**src/rtl/mem_arbiter_pkg.sv**
```systemverilog
// mem_arbiter_pkg: shared types for the cache-to-RAM arbiter.
package mem_arbiter_pkg;
    typedef logic [31:0] word_t;
    typedef enum logic [1:0] {FREE = 2'd0, BUSY = 2'd1, ACCESS = 2'd2, ERROR = 2'd3} ramstate_t;
    typedef enum logic [1:0] {IDLE, ISERV, DSERV} arb_state_t;
endpackage

```
**src/rtl/mem_arbiter_if.sv**
```systemverilog
// mem_arbiter_if: icache, dcache and RAM port bundle seen by the arbiter.
interface mem_arbiter_if;
    import mem_arbiter_pkg::*;
    logic iREN, iwait, dREN, dWEN, dwait, ramREN, ramWEN, err;
    word_t iaddr, iload, daddr, dstore, dload, ramaddr, ramstore, ramload;
    logic [1:0] ramstate;
    modport slave (
        input  iREN, iaddr, dREN, dWEN, daddr, dstore, ramload, ramstate,
        output iwait, iload, dwait, dload, ramREN, ramWEN, ramaddr, ramstore, err
    );
    modport master (
        output iREN, iaddr, dREN, dWEN, daddr, dstore, ramload, ramstate,
        input  iwait, iload, dwait, dload, ramREN, ramWEN, ramaddr, ramstore, err
    );
endinterface

```
**src/rtl/mem_arbiter.sv**
```systemverilog
// mem_arbiter: serialises icache reads and dcache reads/writes onto one RAM port.
module mem_arbiter
    import mem_arbiter_pkg::*;
#(
    parameter int TIMEOUT = 64
) (
    input  logic          CLK,
    input  logic          RST,
    mem_arbiter_if.slave  bus
);
    localparam int CW = $clog2(TIMEOUT + 1);
    arb_state_t r_state, w_next;
    logic r_last_d, r_wen, r_err;
    word_t r_addr, r_data, w_rdata;
    logic [CW-1:0] r_cnt;
    logic w_serv, w_abort, w_done, w_tmo, w_fin, w_grant_d, w_grant_i;
    ramstate_t w_rs;
    always_comb begin
        w_rs      = ramstate_t'(bus.ramstate);
        w_serv    = r_state != IDLE;
        // A client that withdraws or redirects its request cancels the access silently
        w_abort   = r_state == ISERV ? (!bus.iREN || bus.iaddr != r_addr) :
                    r_state == DSERV ? (!(bus.dREN || bus.dWEN) || bus.dWEN != r_wen || bus.daddr != r_addr) : 1'b0;
        w_done    = w_serv && !w_abort && (w_rs == ACCESS || w_rs == ERROR);
        w_tmo     = w_serv && !w_abort && !w_done && r_cnt == CW'(TIMEOUT - 1);
        w_fin     = w_done || w_tmo;
        w_grant_d = r_state == IDLE && (bus.dREN || bus.dWEN) && !(bus.iREN && r_last_d);
        w_grant_i = r_state == IDLE && bus.iREN && !w_grant_d;
        w_next    = w_grant_d ? DSERV : w_grant_i ? ISERV : (w_abort || w_fin) ? IDLE : r_state;
        w_rdata   = w_done && !r_wen ? bus.ramload : '0;
        bus.iwait    = !(w_fin && r_state == ISERV);
        bus.dwait    = !(w_fin && r_state == DSERV);
        bus.iload    = r_state == ISERV ? w_rdata : '0;
        bus.dload    = r_state == DSERV ? w_rdata : '0;
        bus.ramREN   = w_serv && !r_wen;
        bus.ramWEN   = w_serv && r_wen;
        bus.ramaddr  = w_serv ? r_addr : '0;
        bus.ramstore = w_serv ? r_data : '0;
        bus.err      = r_err;
    end
    always_ff @(posedge CLK) begin
        if (RST) begin
            r_state  <= IDLE;
            r_last_d <= 1'b0;
            r_wen    <= 1'b0;
            r_err    <= 1'b0;
            r_addr   <= '0;
            r_data   <= '0;
            r_cnt    <= '0;
        end else begin
            r_state <= w_next;
            if (w_grant_d) begin
                r_addr <= bus.daddr;
                r_data <= bus.dstore;
                r_wen  <= bus.dWEN;
                r_cnt  <= '0;
            end else if (w_grant_i) begin
                r_addr <= bus.iaddr;
                r_data <= '0;
                r_wen  <= 1'b0;
                r_cnt  <= '0;
            end else if (w_serv && r_cnt != CW'(TIMEOUT)) begin
                r_cnt <= r_cnt + 1'b1;
            end
            if (w_fin) r_last_d <= r_state == DSERV;
            if ((w_done && w_rs == ERROR) || w_tmo) r_err <= 1'b1;
        end
    end
endmodule
```
**src/flat_wrapper.sv**
```systemverilog
// flat-port wrapper written by rule: the top's interface ports become plain ports
module mem_arbiter_flat import mem_arbiter_pkg::*;
#(
    parameter int TIMEOUT = 64
)
  (CLK, RST, bus_iREN, bus_iaddr, bus_dREN, bus_dWEN, bus_daddr, bus_dstore, bus_ramload, bus_ramstate, bus_iwait, bus_iload, bus_dwait, bus_dload, bus_ramREN, bus_ramWEN, bus_ramaddr, bus_ramstore, bus_err);
  mem_arbiter_if bus_i ();
  input  logic CLK;
  input  logic RST;
  input wire logic [$bits(bus_i.iREN)-1:0] bus_iREN;
  input wire logic [$bits(bus_i.iaddr)-1:0] bus_iaddr;
  input wire logic [$bits(bus_i.dREN)-1:0] bus_dREN;
  input wire logic [$bits(bus_i.dWEN)-1:0] bus_dWEN;
  input wire logic [$bits(bus_i.daddr)-1:0] bus_daddr;
  input wire logic [$bits(bus_i.dstore)-1:0] bus_dstore;
  input wire logic [$bits(bus_i.ramload)-1:0] bus_ramload;
  input wire logic [$bits(bus_i.ramstate)-1:0] bus_ramstate;
  output wire logic [$bits(bus_i.iwait)-1:0] bus_iwait;
  output wire logic [$bits(bus_i.iload)-1:0] bus_iload;
  output wire logic [$bits(bus_i.dwait)-1:0] bus_dwait;
  output wire logic [$bits(bus_i.dload)-1:0] bus_dload;
  output wire logic [$bits(bus_i.ramREN)-1:0] bus_ramREN;
  output wire logic [$bits(bus_i.ramWEN)-1:0] bus_ramWEN;
  output wire logic [$bits(bus_i.ramaddr)-1:0] bus_ramaddr;
  output wire logic [$bits(bus_i.ramstore)-1:0] bus_ramstore;
  output wire logic [$bits(bus_i.err)-1:0] bus_err;
  assign bus_i.iREN = bus_iREN;
  assign bus_i.iaddr = bus_iaddr;
  assign bus_i.dREN = bus_dREN;
  assign bus_i.dWEN = bus_dWEN;
  assign bus_i.daddr = bus_daddr;
  assign bus_i.dstore = bus_dstore;
  assign bus_i.ramload = bus_ramload;
  assign bus_i.ramstate = bus_ramstate;
  assign bus_iwait = bus_i.iwait;
  assign bus_iload = bus_i.iload;
  assign bus_dwait = bus_i.dwait;
  assign bus_dload = bus_i.dload;
  assign bus_ramREN = bus_i.ramREN;
  assign bus_ramWEN = bus_i.ramWEN;
  assign bus_ramaddr = bus_i.ramaddr;
  assign bus_ramstore = bus_i.ramstore;
  assign bus_err = bus_i.err;
  mem_arbiter #(.TIMEOUT(TIMEOUT)) u_core (.CLK(CLK), .RST(RST), .bus(bus_i));
endmodule
```
**config.mk**
```make
export PLATFORM = sky130hd
export DESIGN_NAME = mem_arbiter_flat
export DESIGN_NICKNAME = d
export VERILOG_FILES = /design/src/rtl/mem_arbiter_pkg.sv /design/src/rtl/mem_arbiter_if.sv /design/src/rtl/mem_arbiter.sv /design/src/flat_wrapper.sv
export SDC_FILE = /design/constraint.sdc
export NUM_CORES = 1
export LEC_CHECK = 0
export CORE_MARGIN = 10
export CORE_UTILIZATION = 39
export CTS_BUF_LIST = sky130_fd_sc_hd__clkbuf_4
export CTS_CLUSTER_SIZE = 8
export DETAILED_ROUTE_END_ITERATION = 10
export PLACE_DENSITY = 0.83
export SKIP_LAST_GASP = 1
export SLEW_MARGIN = 20
export SYNTH_ARGS = -nofsm -noshare
export SYNTH_HDL_FRONTEND = slang
export SYNTH_SLANG_ARGS = --single-unit
```
**constraint.sdc**
```tcl
create_clock -name CLK -period 3.5 [get_ports CLK]
set_input_delay 0.7 -clock CLK [delete_from_list [all_inputs] [get_ports CLK]]
set_output_delay 0.7 -clock CLK [all_outputs]
set_load 0.05 [all_outputs]
```
Yosys cells after proc, flatten, opt, wreduce, memory -nomap -nowiden. Index checks and enable logic that the tools add are counted.

Input bits: 135. Output and inout port bits: 133. Bits in latches: 0. Bits in writable memories: 0. Register bits: 76. Word-level logic and storage cells: 74. Memories: 0. ROM bits: 0.

Add/sub/neg operators: 1. Shift operators: 0. Div/mod/pow operators: 0. Equal/unequal tests: 9. Reductions and logical operators: 40. Bitwise operators: 0. Multiplexer cells: 16. $lt $le $gt $ge: 0. Multipliers: 0.

Operators with widths (count): 2-to-1 mux 32 bit (9); inequality test 32 bit (2); logical AND 1 bit (16); zero test 1 bit (9); logical OR 1 bit (8); adder 7 x 1 -> 7 bit (second input constant) (1); equality test 7 x 6 -> 1 bit (second input constant) (1); inequality test 7 bit (second input constant) (1); equality test 2 bit (second input constant) (3); 2-to-1 mux 2 bit (3); nonzero test 2 bit (3); 2-to-1 mux 1 bit (4); nonzero test 3 bit (1); OR reduction 3 bit (1); equality test 2 x 1 -> 1 bit (second input constant) (1); zero test 2 bit (1); OR reduction 2 bit (1); inequality test 1 bit (1).

Longest topological paths before layout.
Depth in word-level cells: 17. Mapped depth: 7. Mapped depth without buffers: 7.

Least setup slack after synthesis. No wires, ideal clock.

Path kind: input to output. Start: in bus_daddr[10]. End: out bus_dload[10]. Path buffers: 1. Cell stages on the path: 7. Arrival: 2.586 ns. Path slack: 0.214 ns. Cells stage by stage: xnor2_1 > o221ai_1 > or4_4 > nor4_4 > and4bb_4 > buf_6 > and2_1.

Longest elaborated chain between the ends: 10.

RTL lines: start, declared (line flat_wrapper.sv:14) `input wire logic [$bits(bus_i.daddr)-1:0] bus_daddr;`; inequality test 32 bit (line mem_arbiter.sv:23) `r_state == DSERV ? (!(bus.dREN || bus.dWEN) || bus.dWEN != r_wen || bus.daddr != r_addr) : 1'b0;`; logical OR 1 bit (line mem_arbiter.sv:23); 2-to-1 mux 1 bit (line mem_arbiter.sv:23); 2-to-1 mux 1 bit (line mem_arbiter.sv:22) `w_abort = r_state == ISERV ? (!bus.iREN || bus.iaddr != r_addr) :`; zero test 1 bit (line mem_arbiter.sv:24) `w_done = w_serv && !w_abort && (w_rs == ACCESS || w_rs == ERROR);`; logical AND 1 bit (2 in series) (line mem_arbiter.sv:24); logical AND 1 bit (line mem_arbiter.sv:30) `w_rdata = w_done && !r_wen ? bus.ramload : '0;`; 2-to-1 mux 32 bit (line mem_arbiter.sv:30); 2-to-1 mux 32 bit (line mem_arbiter.sv:34) `bus.dload = r_state == DSERV ? w_rdata : '0;`; end, declared (line flat_wrapper.sv:21) `output wire logic [$bits(bus_i.dload)-1:0] bus_dload;`.

Every way passes these cells.

Worst setup path after layout.
Start: in bus_daddr[12]. End: out bus_dload[21].

The elaborated chain is that of the path after synthesis.

==> summary.txt <==
Yosys
  • Mapped Area: 0.00458 mm2
  • Simple-gate share of the synthesized area: 27.7%
  • Post-synth ARST share: 0%
  • Xor/xnor share of the synthesized area: 12.8%
  • Seq/Total Area, Yosys: 33.2%
  • Post-Syn Area per Cell: 8.59 um2
  • Post-synth top area share: 33.2%
  • Number of flops mapped to enable cells by yosys: 0
  • Post-Syn Instances: 533
  • Largest family of logic cells by synthesized area: simple AND/OR/NAND/NOR gates
  • Compound-Gate Fraction of Synth Area: 14.8%
  • Dominant cells by area after synthesis: dfxtp_1 (33%), and2_1 (17%), xnor2_1 (6.5%), a22o_1 (6.3%), xor2_1 (6.3%)
  • Mux contribution to synthesized area: 6.37%
  • Seq cells post-synth: 76
  • Top FF cell, synth: dfxtp_1
  • Unique masters post-synth: 40
  • Yosys synthesis warning count: 0
  • Post-Synth Adder-Cell Area: 0.547%
  • Synth Net Count: 670
  • Synth area leader: dfxtp_1

STA
  • Hold WS: 493 ps
  • Normalized max-slew margin: 49.5%
  • Fin worst setup slack: -91.3 ps
  • Endpoints failing setup: 32
  • Clock skew: 25.5 ps
  • Min Tclk post-route: 3590 ps
  • Slew Viols, Final: 0
  • RSZ-0062 raised after global routing: yes
  • Final hold viol count: 0
  • Final worst-path cycle share: 103%
  • Max Clock Freq: 278 MHz
  • Slew at the pin closest to its max-slew limit: 756 ps

Critical path
  • CP Data Arrival Time: 2890 ps
  • Worst path slowest cell: clkdlybuf4s50_1
  • CP top delay family: simple AND/OR/NAND/NOR gates
  • Critical Path Sink Type: output pin
  • Critical path launch point type: input pin
  • CP max stage delay: 500 ps
  • Req. time, crit path: 2800 ps
  • Critical path cell sequence: clkdlybuf4s50_1, o22ai_1, or4_4, nor4_4, buf_4, and4bb_4, and2_4, buf_12
  • Crit Path Category: in -> out
  • Crit Path Max Fanout: 8
  • Crit path buf inv count: 3

Global route
  • Number of global-route vias before repair: 5450
  • Remaining Overflow, GRT: 0
  • Largest net degree at the start of global routing: 65
  • Initial antenna violation count: 4
  • First-pass GRT wire length: 30.1 mm
  • GRT Overall Usage: 23.0%

Pwr
  • Power Total: 0.00257 W
  • Pwr per Cell Area: 296 mW/mm2
  • Leak: 3.86 nW
  • Max rail drop VDD: 0.000204 V

Run status
  • Run status: finished with violations
  • Failing checks: negative setup slack

Routing
  • Routed via count: 5157
  • DR WL/cell: 22.0 um
  • Drt via density: 5.38
  • Starting DRT DRC Count: 273
  • DRC viols: 0
  • First-pass DRT Iterations: 5
  • Routed Wire Length: 21.1 mm
  • Antenna Nets Post-Route: 0

Floorplan
  • Die ar.: 0.0165 mm2
  • I/O Pins: 268
  • # rows: 39
  • Die extent in x: 128 um
  • Chip height: 128 um
  • Starting Density: 39.9%
  • Total core area: 0.0115 mm2

Placement
  • DP Worst Slack: -457 ps
  • Placed Area: 0.00794 mm2
  • Gpl congestion: 0.929
  • DP HPWL: 15.5 mm
  • DP Cell Count: 926
  • Port buffer count: 267

Finish
  • Register area: 0.00153 mm2
  • Post-route design area: 0.00870 mm2
  • Final nets: 943
  • Finished Layout Cells: 959
  • Multi-input logic area: 0.00331 mm2
  • Layout Area Growth over Synthesis: 90.1%
  • Fillcell total: 754
  • Share of layout cells above drive strength 1: 34.3%

Clock network
  • CTS sink cnt: 76
  • Post-CTS Hold Buffers: 0
  • Clock transition at path regs: 120 ps
  • Root Driver: clkbuf_4
  • Htree depth: 3
  • CTS tree: built
  • Clock Latency Late Sink: 450 ps
  • Total CTS buffers: 9
  • Clock Tree Buf Depth: 2

Job
  • Max-cap violations: 0

Hold path
  • Hold Path Class: reg -> reg
cells by family after synthesis:
| family | Yosys count |
|---|---|
| AND/OR/NAND/NOR | 223 |
| AO/OA/AOI/OAI | 89 |
| flip-flops | 76 |
| XOR/XNOR | 67 |
| buffers and inverters | 47 |
| multiplexers | 29 |
| adder cells (fa/ha/maj) | 2 |
area by class of cell:
class,count,share of cell area [%]
Timing Repair Buffer,295,40.0
Clock inverter,6,1.01
Multi-Input combinational cell,413,38.0
Antenna cell,5,0.144
Inverter,11,0.474
Tap cell,143,2.06
Clock buffer,10,0.863
Sequential cell,76,17.5
worst paths after layout:
check | from | endpoint | slack [ps] | depth (start not counted)
max | bus_daddr[12] | bus_dload[21] | -90 | 8
min | u_core.r_data[16] | u_core.r_data[16] | 490 | 1
max reg2reg | u_core.r_state[1] | u_core.r_addr[25] | 860 | 6
min reg2reg | u_core.r_data[16] | u_core.r_data[16] | 490 | 1
metal layers:
| layer | track usage (%) | vias to the layer above | part of all wire (%) |
|---|---|---|---|
| met5 | 0 | - | 0 |
| met4 | 12.0 | 0 | 2.4 |
| met3 | 6.82 | 36 | 10 |
| met2 | 40.3 | 273 | 52 |
| met1 | 24.6 | 2457 | 36 |
| li1 | - | 2391 | - |
where the power goes:
part	internal [W]	leakage [nW]	switching [W]
Sequential	0.000944	0.628	0.0000880
Clock	0.000299	0.0908	0.000340
Combinational	0.000393	3.14	0.000509
Total	0.00164	3.86	0.000937
timing repair:
action / CTS / global route
pin swaps: 21 / 34
cloned: 5 / 1
resized for setup: 96 / 69
setup buffers: 4 / 2
endpoints found under the setup margin: 66 / 65
synthesized netlist by cell type, types with 2 or more instances:
cell type and count:
and2_1 127, dfxtp_1 76, nor2_1 56, xnor2_1 34, a22o_1 33, xor2_1 33, a211oi_1 32, clkbuf_1 30
mux2i_1 28, inv_1 11, nand4_1 11, a21oi_1 10, nor4_1 8, nand2_1 5, nor3_1 4, buf_6 3
nand3_1 3, buf_4 2, ha_1 2, o21ai_0 2, o21ai_1 2, o221ai_1 2, or3_1 2
metrics by stage:
stage / util, % / setup TNS (ps)
after CTS: 73.6 / 0
after global routing: 75.9 / -4290
after detailed placement: 69.2 / -18610
after global placement: 69.2 / -16800
final: 75.9 / -2110
after floorplan: - / 0
registers in the layout, summed over array words and instances (netlist names):
signal and count:
u_core.r_addr 32, u_core.r_data 32, u_core.r_cnt 7, u_core.r_state 2, u_core.bus.err 1, u_core.r_last_d 1, u_core.r_wen 1
layout by cell type (no fill, tap or decap), drive strengths merged, types with 28 or more instances in the layout:
cell type,instances
a211oi,32
a22o,33
and2,127
buf,155
clkdlybuf4s50,86
dfxtp,76
mux2i,28
nor2,56
xnor2,34
xor2,33
Power figures use the tool's default switching activity.
==> patch: new RTL, config.mk and constraints unchanged <==
`TIMEOUT` is set to 64 in 2 places; all go to 256.
--- a/src/rtl/mem_arbiter.sv
+++ b/src/rtl/mem_arbiter.sv
@@ -3,5 +3,5 @@
     import mem_arbiter_pkg::*;
 #(
-    parameter int TIMEOUT = 64
+    parameter int TIMEOUT = 256
 ) (
     input  logic          CLK,
--- a/src/flat_wrapper.sv
+++ b/src/flat_wrapper.sv
@@ -2,5 +2,5 @@
 module mem_arbiter_flat import mem_arbiter_pkg::*;
 #(
-    parameter int TIMEOUT = 64
+    parameter int TIMEOUT = 256
 )
   (CLK, RST, bus_iREN, bus_iaddr, bus_dREN, bus_dWEN, bus_daddr, bus_dstore, bus_ramload, bus_ramstate, bus_iwait, bus_iload, bus_dwait, bus_dload, bus_ramREN, bus_ramWEN, bus_ramaddr, bus_ramstore, bus_err);
Behaviour: no difference found for any inputs over 4 cycles, from zero or initial values and one cycle with RST high; that may be too few to reach the edited logic, so the function may still have changed.
==> patch against the unedited design <==
The run still ends with setup timing left. Sequential share of layout area fell by 0.13 points. Combinational power rose by 7.3%. Design area rose by 4.4%. Sequential cell count rose by 2. Largest cell class unchanged. Non-clock buffer count rose by 4. Synthesized cell count rose by 5.4%. Critical path type unchanged. Synthesized area rose by 4.5%. Worst hold slack got worse by 7.4 ps. Power rose by 4.9%. Worst setup slack improved by 66 ps. Routed wire length rose by 1.4%.
==> patch: results (changes against the unedited design) <==
[outcome]
status=finished, violations left  ; unchanged
violations=setup timing  ; unchanged

[critical_path]
cp.arrival_ps=2820  ; was 2890 ps
cp_slowest_cell=a2111oi_4  ; was clkdlybuf4s50_1
reg2regPathDepth=5  ; was 6
rrSetupSlack_ps=1060  ; was 860 ps
r2r-end=u_core.r_addr[17]$_SDFFE_PP0P_  ; was u_core.r_addr[25]$_SDFFE_PP0P_
r2r_start=u_core.r_state[0]$_SDFFE_PP0P_  ; was u_core.r_state[1]$_SDFFE_PP0P_
crit_start=bus_daddr[3]  ; was bus_daddr[12]
cpPeakStageDelay_ps=400  ; was 500 ps

[sta]
setup_ws_ps=-24.9  ; was -91.3 ps
setup_viol=25  ; was 32
skew_ps=20.9  ; was 25.5 ps
setup_tns_ps=-224  ; was -2110 ps
holdWs_ps=486  ; was 493 ps
slew_headroom=0.523  ; was 0.495

[place]
dp_slack_ps=-436  ; was -457 ps
place_area_um2=8310  ; was 7940 um^2
portBuffers=267  ; unchanged
gp_congestion=0.884  ; was 0.929
dp_hpwl_um=15700  ; was 15500 um
placedCellCount=959  ; was 926

[grt]
grt_pass1_vias=5498  ; was 5450
grt_max_degree=69  ; was 65
grt_pass1_wl_um=30500  ; was 30100 um
grt_usage=0.228  ; was 0.230
grt_antenna_before_repair=8  ; was 4

[worst_hold_path]
min-delay-start=u_core.r_data[31]$_SDFFE_PP0P_  ; was u_core.r_data[16]$_SDFFE_PP0P_
hold_end=u_core.r_data[31]$_SDFFE_PP0P_  ; was u_core.r_data[16]$_SDFFE_PP0P_

[yosys]
seq_area_frac_synth=0.327  ; was 0.332
synthMuxAreaShare=0.0586  ; was 0.0637
ys_types=42  ; was 40
synth_xor_area_frac=0.108  ; was 0.128
synth_fa_ha_area_frac=0.00785  ; was 0.00547
synth_common_cells=78 x dfxtp_1, 68 x nor2b_1, 66 x and2_1, 65 x nor2_1, 35 x xnor2_1  ; was 127 x and2_1, 76 x dfxtp_1, 56 x nor2_1, 34 x xnor2_1
syn_avg_cell_area_um2=8.51  ; was 8.59 um^2
netlist_top_cells_area=dfxtp_1 33%, nor2b_1 8.9%, and2_1 8.6%  ; was dfxtp_1 33%, and2_1 17%, xnor2_1 6.5%
synth-compound-area-share=0.158  ; was 0.148
synth_fp_nets=700  ; was 670

[final_layout]
nets=973  ; was 943
drive_gt1_frac=0.274  ; was 0.343
reg_top3=u_core.r_addr (32), u_core.r_data (32), u_core.r_cnt (9)  ; was u_core.r_addr (32), u_core.r_data (32), u_core.r_cnt (7)

[power]
ir_drop_mv=0.227  ; was 0.204 mV
p_leak_nw=3.70  ; was 3.86 nW

[clocking]
clockRootBuffer=clkbuf_4  ; unchanged
numCtsBuffers=9  ; unchanged
cts_max_path_buffers=2  ; unchanged

[route]
first_iter_violations=363  ; was 273
vias=5360  ; was 5157
wirelength_um=21400  ; was 21100 um
wl_per_cell_um=21.6  ; was 22.0 um

patch: cell types whose count changed after synthesis, sizes merged, moves of 3 or more:
cell / unedited run / this run
nor2b: 0 / 68
and2: 127 / 66
nor2: 56 / 65
xor2: 33 / 24
nand2b: 1 / 7
inv: 11 / 16
nand2: 5 / 10
buf: 6 / 10
a2111oi: 0 / 3
clkbuf: 30 / 27
patch: cell type report:
cell class | instances | area [um^2]
fill | 780 | 2920
clock buffer | 9 | 67.6
tap | 147 | 184
timing repair buffer | 299 | 3660
antenna | 7 | 17.5
sequential | 78 | 1580
inverter | 16 | 60.1
multi-input combinational | 431 | 3420
clock inverter | 6 | 101
patch: power by group:
part / switching (mW) / total (mW) / internal (mW)
Combinational: 0.538 / 0.967 / 0.429
Clock: 0.320 / 0.671 / 0.351
Sequential: 0.0906 / 1.06 / 0.970
Total: 0.949 / 2.70 / 1.75
patch: routing by layer:
metal | global-route usage | part of all wire | up-vias
met5 | 0 | 0.00079 | -
met4 | 0.108 | 0.032 | 2
met3 | 0.0721 | 0.091 | 52
li1 | - | - | 2477
met1 | 0.248 | 0.38 | 2543
met2 | 0.394 | 0.50 | 286
patch: repair_timing:
action / in CTS / in global routing
gates resized for setup: 101 / 100
gates cloned: 2 / 3
setup endpoints to repair: 33 / 92
pin swaps: 32 / 34
hold endpoints to repair: 0 / 0
buffers inserted: 6 / 3
patch: worst max path at each step:
stage / endpoint / slack, ps / depth (start not counted)
CTS: bus_dload[31] / -20 / 10
global route: bus_dload[2] / -90 / 9
global placement: bus_dload[22] / -330 / 10
detailed placement: bus_dload[8] / -440 / 9
finish: bus_dload[2] / -20 / 10
floorplan: bus_dload[10] / 210 / 7
